## src/rtl/exec_seq.sv

```systemverilog
// Single-issue execute sequencer: accepts one instruction, drives an external
// registered ALU for one cycle, captures its result/flags and holds the response.
module exec_seq #(
  parameter int WIDTH = 32
) (
  input  logic             clk,
  input  logic             reset,
  input  logic             in_valid,
  output logic             in_ready,
  input  logic [1:0]       in_class,
  input  logic [2:0]       in_funct3,
  input  logic             in_sub,
  input  logic [WIDTH-1:0] in_src1,
  input  logic [WIDTH-1:0] in_src2,
  input  logic [WIDTH-1:0] in_pc,
  input  logic [WIDTH-1:0] in_imm,
  output logic [WIDTH-1:0] alu_in1,
  output logic [WIDTH-1:0] alu_in2,
  output logic [2:0]       alu_op,
  input  logic [WIDTH-1:0] alu_out,
  input  logic             zero,
  input  logic             less_than,
  input  logic             less_than_unsigned,
  output logic             out_valid,
  input  logic             out_ready,
  output logic [WIDTH-1:0] out_result,
  output logic             out_taken,
  output logic [WIDTH-1:0] out_target
);

  typedef enum logic [1:0] {S_IDLE, S_ISSUE, S_CAPTURE, S_RESP} state_t;

  localparam logic [2:0] OP_ADD = 3'b000, OP_SUB = 3'b001, OP_AND = 3'b010,
                         OP_OR  = 3'b011, OP_XOR = 3'b100, OP_SLL = 3'b101,
                         OP_SRL = 3'b110, OP_SRA = 3'b111;

  state_t           state_q, state_d;
  logic             br_q, br_d;
  logic [2:0]       f3_q, f3_d;
  logic             sub_q, sub_d;
  logic [WIDTH-1:0] src1_q, src1_d, src2_q, src2_d, tgt_q, tgt_d;
  logic [WIDTH-1:0] res_q, res_d, otgt_q, otgt_d;
  logic             taken_q, taken_d;
  logic [2:0]       op_dec;
  logic             accept;

  assign accept = in_valid && (state_q == S_IDLE);

  // state register
  always_ff @(posedge clk) begin
    if (reset) state_q <= S_IDLE;
    else       state_q <= state_d;
  end

  // next-state logic
  always_comb begin
    state_d = state_q;
    case (state_q)
      S_IDLE:    if (accept) state_d = S_ISSUE;
      S_ISSUE:   state_d = S_CAPTURE;
      S_CAPTURE: state_d = S_RESP;
      S_RESP:    if (out_ready) state_d = S_IDLE;
      default:   state_d = S_IDLE;
    endcase
  end

  // branches compare via subtract; slt/sltu also subtract and use the flags
  always_comb begin
    op_dec = OP_ADD;
    if (br_q) op_dec = OP_SUB;
    else begin
      case (f3_q)
        3'b000:          op_dec = sub_q ? OP_SUB : OP_ADD;
        3'b001:          op_dec = OP_SLL;
        3'b010, 3'b011:  op_dec = OP_SUB;
        3'b100:          op_dec = OP_XOR;
        3'b101:          op_dec = sub_q ? OP_SRA : OP_SRL;
        3'b110:          op_dec = OP_OR;
        default:         op_dec = OP_AND;
      endcase
    end
  end

  // output logic
  always_comb begin
    in_ready   = (state_q == S_IDLE);
    out_valid  = (state_q == S_RESP);
    alu_in1    = '0;
    alu_in2    = '0;
    alu_op     = OP_ADD;
    if (state_q == S_ISSUE) begin
      alu_in1 = src1_q;
      alu_in2 = src2_q;
      alu_op  = op_dec;
    end
    out_result = res_q;
    out_taken  = taken_q;
    out_target = otgt_q;
  end

  // datapath capture: operands on accept, ALU response only in CAPTURE
  always_comb begin
    br_d    = br_q;
    f3_d    = f3_q;
    sub_d   = sub_q;
    src1_d  = src1_q;
    src2_d  = src2_q;
    tgt_d   = tgt_q;
    res_d   = res_q;
    taken_d = taken_q;
    otgt_d  = otgt_q;
    if (accept) begin
      br_d   = (in_class == 2'b01);
      f3_d   = in_funct3;
      sub_d  = in_sub;
      src1_d = in_src1;
      src2_d = in_src2;
      tgt_d  = in_pc + in_imm;
    end
    if (state_q == S_CAPTURE) begin
      otgt_d = tgt_q;
      if (br_q) begin
        res_d = '0;
        case (f3_q)
          3'b000:  taken_d = zero;
          3'b001:  taken_d = !zero;
          3'b100:  taken_d = less_than;
          3'b101:  taken_d = !less_than;
          3'b110:  taken_d = less_than_unsigned;
          3'b111:  taken_d = !less_than_unsigned;
          default: taken_d = 1'b0;
        endcase
      end else begin
        taken_d = 1'b0;
        case (f3_q)
          3'b010:  res_d = {{(WIDTH-1){1'b0}}, less_than};
          3'b011:  res_d = {{(WIDTH-1){1'b0}}, less_than_unsigned};
          default: res_d = alu_out;
        endcase
      end
    end
  end

  always_ff @(posedge clk) begin
    if (reset) begin
      br_q    <= 1'b0;
      f3_q    <= '0;
      sub_q   <= 1'b0;
      src1_q  <= '0;
      src2_q  <= '0;
      tgt_q   <= '0;
      res_q   <= '0;
      taken_q <= 1'b0;
      otgt_q  <= '0;
    end else begin
      br_q    <= br_d;
      f3_q    <= f3_d;
      sub_q   <= sub_d;
      src1_q  <= src1_d;
      src2_q  <= src2_d;
      tgt_q   <= tgt_d;
      res_q   <= res_d;
      taken_q <= taken_d;
      otgt_q  <= otgt_d;
    end
  end

endmodule

```

## config.mk

```make
export PLATFORM = sky130hd
export DESIGN_NAME = exec_seq
export DESIGN_NICKNAME = d
export VERILOG_FILES = /design/src/rtl/exec_seq.sv
export SDC_FILE = /design/constraint.sdc
export NUM_CORES = 1
export LEC_CHECK = 0
export CORE_MARGIN = 5
export CORE_UTILIZATION = 48
export DETAILED_ROUTE_END_ITERATION = 7
export PLACE_DENSITY_LB_ADDON = 0.2
export SETUP_SLACK_MARGIN = 0.15
export SYNTH_ARGS = -nofsm -noshare
export SYNTH_HDL_FRONTEND = slang
export SYNTH_SLANG_ARGS = --single-unit
```

## constraint.sdc

```tcl
create_clock -name clk -period 5.6 [get_ports clk]
set_input_delay 1.12 -clock clk [delete_from_list [all_inputs] [get_ports clk]]
set_output_delay 1.12 -clock clk [all_outputs]
set_load 0.02 [all_outputs]
```

# After elaboration in Yosys (flattened, before gate mapping)
# Cells that the tools add are included.
dict set report word_totals {
  in_bits 173
  elab_cells 46
  rom_bits 0
  latch_bits 0
  output_inout_bits 134
  regBits 168
  ramBits 0
  memories 0
}
dict set report classes {
  eq_ne 13
  shifts 0
  n_mul 0
  reduce_logical 8
  muxes 14
  addsub 1
  div_mod_pow 0
  n_lt_le_gt_ge 0
  bitwise 0
}
# op count
set ops {}
lappend ops {{two-way mux 32 bit} 3}
lappend ops {{one-hot mux 32 bit (2 select lines)} 1}
lappend ops {{adder 32 bit} 1}
lappend ops {{one-hot mux 3 bit (6 select lines)} 1}
lappend ops {{== test 3 bit, second input constant} 4}
lappend ops {{one-hot mux 2 bit (4 select lines)} 1}
lappend ops {{== test 3 x 2 -> 1 bit, second input constant} 2}
lappend ops {{two-way mux 3 bit} 2}
lappend ops {{one-hot mux 1 bit (6 select lines)} 1}
lappend ops {{== test 2 x 1 -> 1 bit, second input constant} 2}
lappend ops {{== test 2 bit, second input constant} 2}
lappend ops {{two-way mux 2 bit} 2}
lappend ops {{inequality test 2 x 1 -> 1 bit, second input constant} 2}
lappend ops {{== test 3 x 1 -> 1 bit, second input constant} 1}
lappend ops {{logical NOT 1 bit} 3}
lappend ops {{logical NOT 3 bit} 1}
lappend ops {{two-way mux 1 bit} 3}
lappend ops {{logical NOT 2 bit} 1}
lappend ops {{AND reduction 2 bit} 1}
lappend ops {{OR reduction 2 bit} 1}
lappend ops {{logical AND 1 bit} 1}

# Depth between registers and ports, before layout
# Gate-level depths: netlist of run 1.
dict set report depth {
  ltp_word 5
  depth_mapped 10
  mapped_depth_nobuf 10
}

# Least setup slack after synthesis of run 1
# Ideal clock, no wire load.
dict set report synth_timing {
  path_type {input to register}
  start {in in_pc[0]}
  end {reg tgt_q[26]}
  t_required_ns 5.476
  cell_stages 10
  t_arrival_ns 3.235
  setup_slack_ns 2.241
  setup_ns 0.124
  path_buffers 0
  cell_sequence {ha_1 -> fa_1 -> a211oi_1 -> o21ai_1 -> or3b_4 -> o21ai_4 -> a2111oi_4 -> o21bai_1 -> xnor2_1 -> o21ai_1}
}
dict set report synth_between {
  elab_chain_len 1
}
# item line_no
set synth_rtl {}
lappend synth_rtl {{start: declaration} 15} ;# input logic [WIDTH-1:0] in_pc,
lappend synth_rtl {{adder 32 bit} 118} ;# tgt_d = in_pc + in_imm;
lappend synth_rtl {{end signal: assignment} 161} ;# tgt_q <= tgt_d;
lappend synth_rtl {{end: declaration} 41} ;# logic [WIDTH-1:0] src1_q, src1_d, src2_q, src2_d, tgt_q, tgt_d;
# No other way between the ends.
# A chain may end at the register's enable or synchronous reset.

# Final worst setup path of run 1
# Same ends and word-level chain as after synthesis.

==> results.py, run 1 <==
metrics = {
    "grt": {
        "grt_overflow": 0,
        "maximum_number_of_pins_on_one_net_before_global_route_repair": 102,
        "antenna_found_initial": 0,
        "first_global_vias": 7273,
        "grt_first_pass_wirelength_um": 38300,
        "grt_usage_pct": 23.7,
    },
    "critical_path": {
        "worstPathMaxFanout": 4,
        "ordered_list_of_cells_on_the_worst_path": "clkdlybuf4s50_1 > ha_1 > fa_1 > a211oi_1 > o21ai_1 > or3b_4 > o21ai_4 > a2111oi_4 > o21bai_1 > xnor2_1 > o21ai_1",
        "path_common_cell": "o21ai_1",
        "cp_top_family": "compound AO/OA/AOI/OAI gates",
        "cp-start-kind": "primary input",
        "critPathKind": "primary input to register",
        "critical_path.endpoint_type": "register",
        "critPathSlowestCell": "fa_1",
        "critical_path_buf_inv_count": 1,
        "timing.critical_path.arrival_ns": 3.95,
        "worst_path_largest_cell_delay_ns": 0.45,
        "data_required_time_at_the_worst_endpoint_ns": 5.90,
    },
    "sta": {
        "timing.hold.ws_ns": 0.449,
        "maxClockFrequency_ghz": 0.274,
        "setup_total_negative_slack_ns": 0,
        "slew_at_the_pin_with_the_worst_max_slew_slack_ns": 1.10,
        "final_period_minus_worst_setup_slack_ns": 3.65,
        "timing.clock.skew_ns": 0.00835,
        "finalCritPeriodShare_pct": 65.2,
        "finalSetupViolations": 0,
        "finalMaxSlewViolations": 0,
        "finalWorstSetupSlack_ns": 1.95,
        "final-hold-violation-count": 0,
        "max-slew-margin-rel_pct": 26.6,
        "rsz0062_at_grt": "false",
    },
    "floorplanning": {
        "dieArea_um2": 19700,
        "initial_standard_cell_utilization_of_the_core_pct": 49.1,
        "core_area_um2": 16600,
        "boundaryPins": 307,
        "rows": 47,
        "die_h_um": 140,
        "fp.dieW_um": 140,
    },
    "logic_synthesis": {
        "mapped_cells": 1023,
        "synth_top_flop_cell": "dfxtp_1",
        "synth.most_common_cell": "nand2_1",
        "synth_top_cell_area_share_pct": 41.2,
        "async_reset_ff_share_pct": 0,
        "synth_largest_area_cell": "dfxtp_1",
        "synth-seq-area-share_pct": 41.2,
        "synth_area_leaders": "dfxtp_1, nand2_1, a21oi_1, ha_1, and2_1",
        "synthesis.area_um2": 8160,
        "synth.ff_latch_count": 168,
        "synth-warning-count": 0,
        "mappedNetlistNets": 1232,
        "number_of_distinct_library_cells_after_synthesis": 60,
        "post_synth_most_frequent_cells": "nand2_1, dfxtp_1, a21oi_1, nor2_1, and2_1",
        "syn_avg_cell_area_um2": 7.98,
        "synth-edff-count": 0,
    },
    "routing": {
        "detail_route.wirelength_um": 24700,
        "drtAntennaViolNets": 0,
        "routed_wire_length_per_instance_um": 16.2,
        "via_count_normalized_by_instance_count": 5.20,
        "post-route-drc-count": 0,
        "drt_iter0_markers": 515,
        "drt-pass1-iter-count": 5,
        "route.vias.total": 7910,
    },
    "place": {
        "post_dp_cell_area_um2": 11300,
        "place_worst_setup_slack_ns": 1.53,
        "dpl.hpwl_um": 18000,
        "numPortBuffers": 306,
        "gp_routability_congestion": 0.908,
    },
    "cts": {
        "cts-root-buf": "clkbuf_16",
        "postCtsHoldBufs": 0,
        "worst_setup_hold_path_clk_slew_ns": 0.07,
        "cts_resized": 0,
        "clock_tree.buffer_depth": 2,
        "cts_inserted_buffers": 17,
        "htree_levels": 4,
        "tritoncts": "yes",
        "post-cts-setup-buffer-count": 0,
        "numClockSinks": 168,
        "clock_insertion_delay_worst_skew_ns": 0.42,
    },
    "power_and_ir_drop": {
        "total_leakage_power_nw": 4.55,
        "power_density_nw_per_um2": 357,
        "vdd.ir_drop.worst_v": 0.000252,
    },
    "cells_and_area": {
        "fillerInstances": 1362,
        "multi_input_area_um2": 4540,
        "final_core_utilization_pct": 71.3,
        "fin_nets": 1495,
        "area_growth_syn_to_layout_pct": 45.4,
        "regArea_um2": 3360,
        "stdcell_area_um2": 11900,
        "drive_above_1_share_pct": 4.00,
    },
    "outcome": {
        "run_status": "completed",
    },
    "flow_run": {
        "maxCapViolations": 0,
    },
    "hold_path": {
        "hold_path.class": "register to register",
    },
}
==> worst min-delay path, delay by kind of cell (launching register included) <==
| kind | cells | cell delay [ns] |
|---|---|---|
| simple gates | 1 | 0.05 |
| flops | 1 | 0.30 |
| compound gates | 1 | 0.05 |
==> logic make-up (layout without fill, tap and decap cells) <==
kind of cell               count (synthesis)  after routing  share of synthesized area (%)
other                                      0              1                              0
and+or+nand+nor                          448            448                           25.4
muxes                                     36             36                           4.41
AOI/OAI and AO/OA                        235            235                           17.1
xor gates and xnor gates                  26             26                           2.79
DFF                                      168            168                           41.2
adders and majority gates                 36             36                           5.61
buffers and inverters                     74            350                           3.48
==> registers in the layout, indices dropped and copies added, names as in the netlist <==
| name | flops |
|---|---|
| sub_q | 1 |
| out_result | 32 |
| br_q | 1 |
| f3_q | 3 |
| out_taken | 1 |
| out_target | 32 |
| src1_q | 32 |
| state_q | 2 |
| src2_q | 32 |
| tgt_q | 32 |
==> per-layer routing <==
layer | up-vias | part of all wire, % | wire [um] | global-route usage, %
met5 | - | 0 | 0 | 0
met4 | 0 | 1.7 | 408 | 6.94
met3 | 29 | 7.4 | 1820 | 5.18
met2 | 290 | 49 | 12100 | 40.2
met1 | 3624 | 42 | 10300 | 30.4
li1 | 3967 | - | - | -
==> final timing paths <==
check	from	endpoint	slack (ns)	cells after the start
worst max register to register	state_q[0]	out_result[23]	2.72	6
worst min-delay path	src2_q[18]	src2_q[18]	0.45	2
worst max-delay path	in_pc[0]	tgt_q[26]	1.95	11
worst min register to register	src2_q[18]	src2_q[18]	0.45	2
==> power by group <==
part	total, mW	leakage [nW]	switching (mW)	internal, mW
logic	1.57	2.90	0.897	0.671
clock network	1.13	0.283	0.508	0.622
registers	1.54	1.37	0.121	1.42
total	4.24	4.55	1.53	2.71
==> placed cells by master (no fill, tap or decap), types with 7 or more instances in the layout <==
cell type / count
clkdlybuf4s50_1: 305
nand2_1: 193
dfxtp_1: 168
a21oi_1: 140
nor2_1: 94
and2_1: 66
nor2b_1: 38
mux2i_1: 36
ha_1: 34
o21ai_0: 29
nand3_1: 17
clkbuf_16: 17
xnor2_1: 16
a21o_1: 14
xor2_1: 10
nand4_1: 8
inv_1: 7
a211oi_1: 7
nor3_1: 7
==> per-stage QoR <==
step           total power, mW  std cells
6_report                  4.24       1520
5_1_grt                   4.49       1519
4_1_cts                   4.27       1519
3_5_place_dp              3.14       1487
3_3_place_gp              3.11       1487
2_1_floorplan             2.53       1023
==> cell type report <==
class | count | share of cell area, %
antenna | 1 | 0.0211
clock buffer | 17 | 3.58
clock inverter | 15 | 1.19
inverter | 7 | 0.221
multi-input combinational | 781 | 38.2
sequential | 168 | 28.3
tap | 220 | 2.32
timing repair buffer | 311 | 26.1
Note: power is estimated with default switching activity, not from simulation.
==> inputs of run 2 (changes only) <==
CORE_UTILIZATION = 45   (was 48)
clock period = 3.6 ns   (was 5.6 ns; I/O delays follow)
==> run 2 against run 1 <==
Clock-buffer cell count increased by 1; die area increased by 6.2%; combinational power increased by 57%; core utilization decreased by 4.4 points; clock skew about the same; cell area increased by 0.88%; power increased by 56%; sequential share of layout area decreased by 0.25 points; worst hold slack about the same; largest cell class unchanged; highest routed layer unchanged.
==> results.py, run 2 (same netlist as run 1, synthesis figures left out) <==
metrics = {
    "critical_path": {
        "r2r_cells": 8,
        "setup.worst_path.end": "tgt_q[26]",
        "timing.critical_path.arrival_ns": 3.45,
        "cp.depth": 12,
        "worst_path_largest_cell_delay_ns": 0.46,
        "timing.critical_path.from": "in_pc[0]",
        "cp-start-kind": "primary input",
        "path_common_cell": "o21ai_1",
        "regToRegStartpoint": "state_q[0]",
        "worstPathMaxFanout": 4,
        "critical_path_buf_inv_count": 2,
        "ff2ff_setup_slack_ns": 1.19,
        "critical_path.reg2reg.endpoint": "tgt_q[4]",
        "data_required_time_at_the_worst_endpoint_ns": 3.91,
        "critical_path.endpoint_type": "register",
        "critPathKind": "primary input to register",
        "cp_top_family": "compound AO/OA/AOI/OAI gates",
        "critPathSlowestCell": "a2111oi_4",
        "ordered_list_of_cells_on_the_worst_path": "clkdlybuf4s50_1 > ha_1 > fa_1 > a211oi_1 > buf_4 > o21ai_1 > or3b_4 > o21ai_4 > a2111oi_4 > o21bai_1 > xnor2_1 > o21ai_1",
    },
    "sta": {
        "final-hold-violation-count": 0,
        "finalSetupViolations": 0,
        "finalMaxSlewViolations": 0,
        "setup_total_negative_slack_ns": 0,
        "finalCritPeriodShare_pct": 87.4,
        "slew_at_the_pin_with_the_worst_max_slew_slack_ns": 1.07,
        "rsz0062_at_grt": "false",
        "timing.clock.skew_ns": 0.00788,
        "max-slew-margin-rel_pct": 28.7,
        "timing.hold.ws_ns": 0.449,
        "maxClockFrequency_ghz": 0.318,
        "final_period_minus_worst_setup_slack_ns": 3.15,
    },
    "cells_and_area": {
        "n_diodes": 0,
        "finalNonFillerCells": 1539,
        "area_growth_syn_to_layout_pct": 46.7,
        "final_cell_mix": "clkdlybuf4s50_1, nand2_1, dfxtp_1",
        "fin_nets": 1506,
        "layout.cells.most_common": "clkdlybuf4s50_1",
        "drive_above_1_share_pct": 4.81,
    },
    "cts": {
        "cts-root-buf": "clkbuf_16",
        "tritoncts": "yes",
        "clock_tree.buffer_depth": 2,
        "post-cts-setup-buffer-count": 0,
        "clock_insertion_delay_worst_skew_ns": 0.42,
        "cts_resized": 0,
        "numClockSinks": 168,
        "htree_levels": 4,
        "worst_setup_hold_path_clk_slew_ns": 0.07,
        "postCtsHoldBufs": 0,
        "cts_inserted_buffers": 17,
    },
    "routing": {
        "drtAntennaViolNets": 0,
        "detail_route.wirelength_um": 24800,
        "drt_iter0_markers": 382,
        "route.vias.total": 7973,
        "routed_wire_length_per_instance_um": 16.1,
        "drt-pass1-iter-count": 7,
        "post-route-drc-count": 0,
        "via_count_normalized_by_instance_count": 5.18,
    },
    "floorplanning": {
        "fp.dieW_um": 145,
        "rows": 49,
        "initial_standard_cell_utilization_of_the_core_pct": 45.6,
        "core_area_um2": 17900,
        "dieArea_um2": 20900,
        "boundaryPins": 307,
        "die_h_um": 145,
    },
    "power_and_ir_drop": {
        "share_comb_of_total_power_pct": 37.3,
        "p_clk_share_pct": 26.5,
        "cell_internal_pwr_mw": 4.21,
        "power.share.switching_pct": 36.4,
        "vdd.ir_drop.worst_v": 0.000545,
        "total_power_mw": 6.62,
        "seq_power_share_pct": 36.2,
        "switching_power_mw": 2.41,
        "total_leakage_power_nw": 4.60,
        "power_density_nw_per_um2": 553,
    },
    "grt": {
        "grt_overflow": 0,
        "grt_first_pass_wirelength_um": 38900,
        "first_global_vias": 7702,
        "maximum_number_of_pins_on_one_net_before_global_route_repair": 86,
        "grt_usage_pct": 23.0,
        "antenna_found_initial": 0,
    },
    "outcome": {
        "run_status": "completed",
    },
    "hold_path": {
        "hold_path.class": "register to register",
    },
    "place": {
        "dp_cells": 1507,
        "numPortBuffers": 306,
        "dpl.hpwl_um": 18400,
        "gp_routability_congestion": 0.861,
    },
    "flow_run": {
        "maxCapViolations": 0,
    },
}
-- run 2: changes by cell type in the layout (fill, tap and decap cells not counted), sizes merged --
cell,previous run,this run
clkinv,8,1
buf,6,17
clkinvlp,0,2
bufinv,1,0
diode,1,0
clkbuf,17,18
inv,13,18
-- run 2: layout make-up --
type	instances	area [um2]
clock buffers	18	439
well taps	229	287
clock inverters	14	128
multi-input cells	781	4540
flip-flops and latches	168	3360
fillers	1552	5930
inverters	7	26.3
repair buffers	322	3190
-- run 2: layer usage --
| metal | part of all wire, % | up-vias | track usage, % |
|---|---|---|---|
| li1 | - | 4004 | - |
| met1 | 41 | 3634 | 28.3 |
| met2 | 48 | 269 | 38.2 |
| met3 | 6.7 | 66 | 5.13 |
| met4 | 4.3 | 0 | 11.5 |
| met5 | 0 | - | 0 |
-- run 2: worst min-delay path by stage --
stage                    start         end  slack, ns  cells past startpoint
finish               src2_q[1]   src2_q[1]       0.45                      2
global route          tgt_q[3]    tgt_q[3]       0.46                      2
CTS                 src2_q[26]  src2_q[26]       0.45                      2
detailed placement  src2_q[26]  src2_q[26]       0.44                      2
global placement     src1_q[2]   src1_q[2]       0.44                      2
floorplan            tgt_q[15]   tgt_q[15]       0.42                      2
-- run 2: metrics by stage --
step,util (%),setup WS (ns),instance area (um2)
after CTS,66.9,0.467,12000
after detailed placement,63.7,0.0412,11400
after floorplan,-,0.641,8160
after global routing,66.9,0.318,12000
after global placement,63.7,0.0630,11400
final,66.9,0.454,12000
-- run 2: worst register-to-register path, delay by kind of cell, from the launching register on --
family	cells	cell delay (ns)
buf+inv	2	0.80
simple gates	3	0.67
flops	1	0.34
fa+ha+maj	1	0.28
compound gates	2	0.27
-- run 2: power groups by stage --
stage	Clock (mW)	Sequential, mW	Combinational, mW
after floorplan	0	2.49	1.44
after global placement	0	2.42	2.47
after detailed placement	0	2.44	2.49
after CTS	1.79	2.40	2.50
after global routing	1.89	2.44	2.72
final	1.75	2.39	2.47
==> inputs of run 3 (changes only) <==
ABC_CLOCK_PERIOD_IN_PS = 3600   (was default)
==> results of run 3 <==
The final DEF is identical to that of run 2; final timing and power are the same.
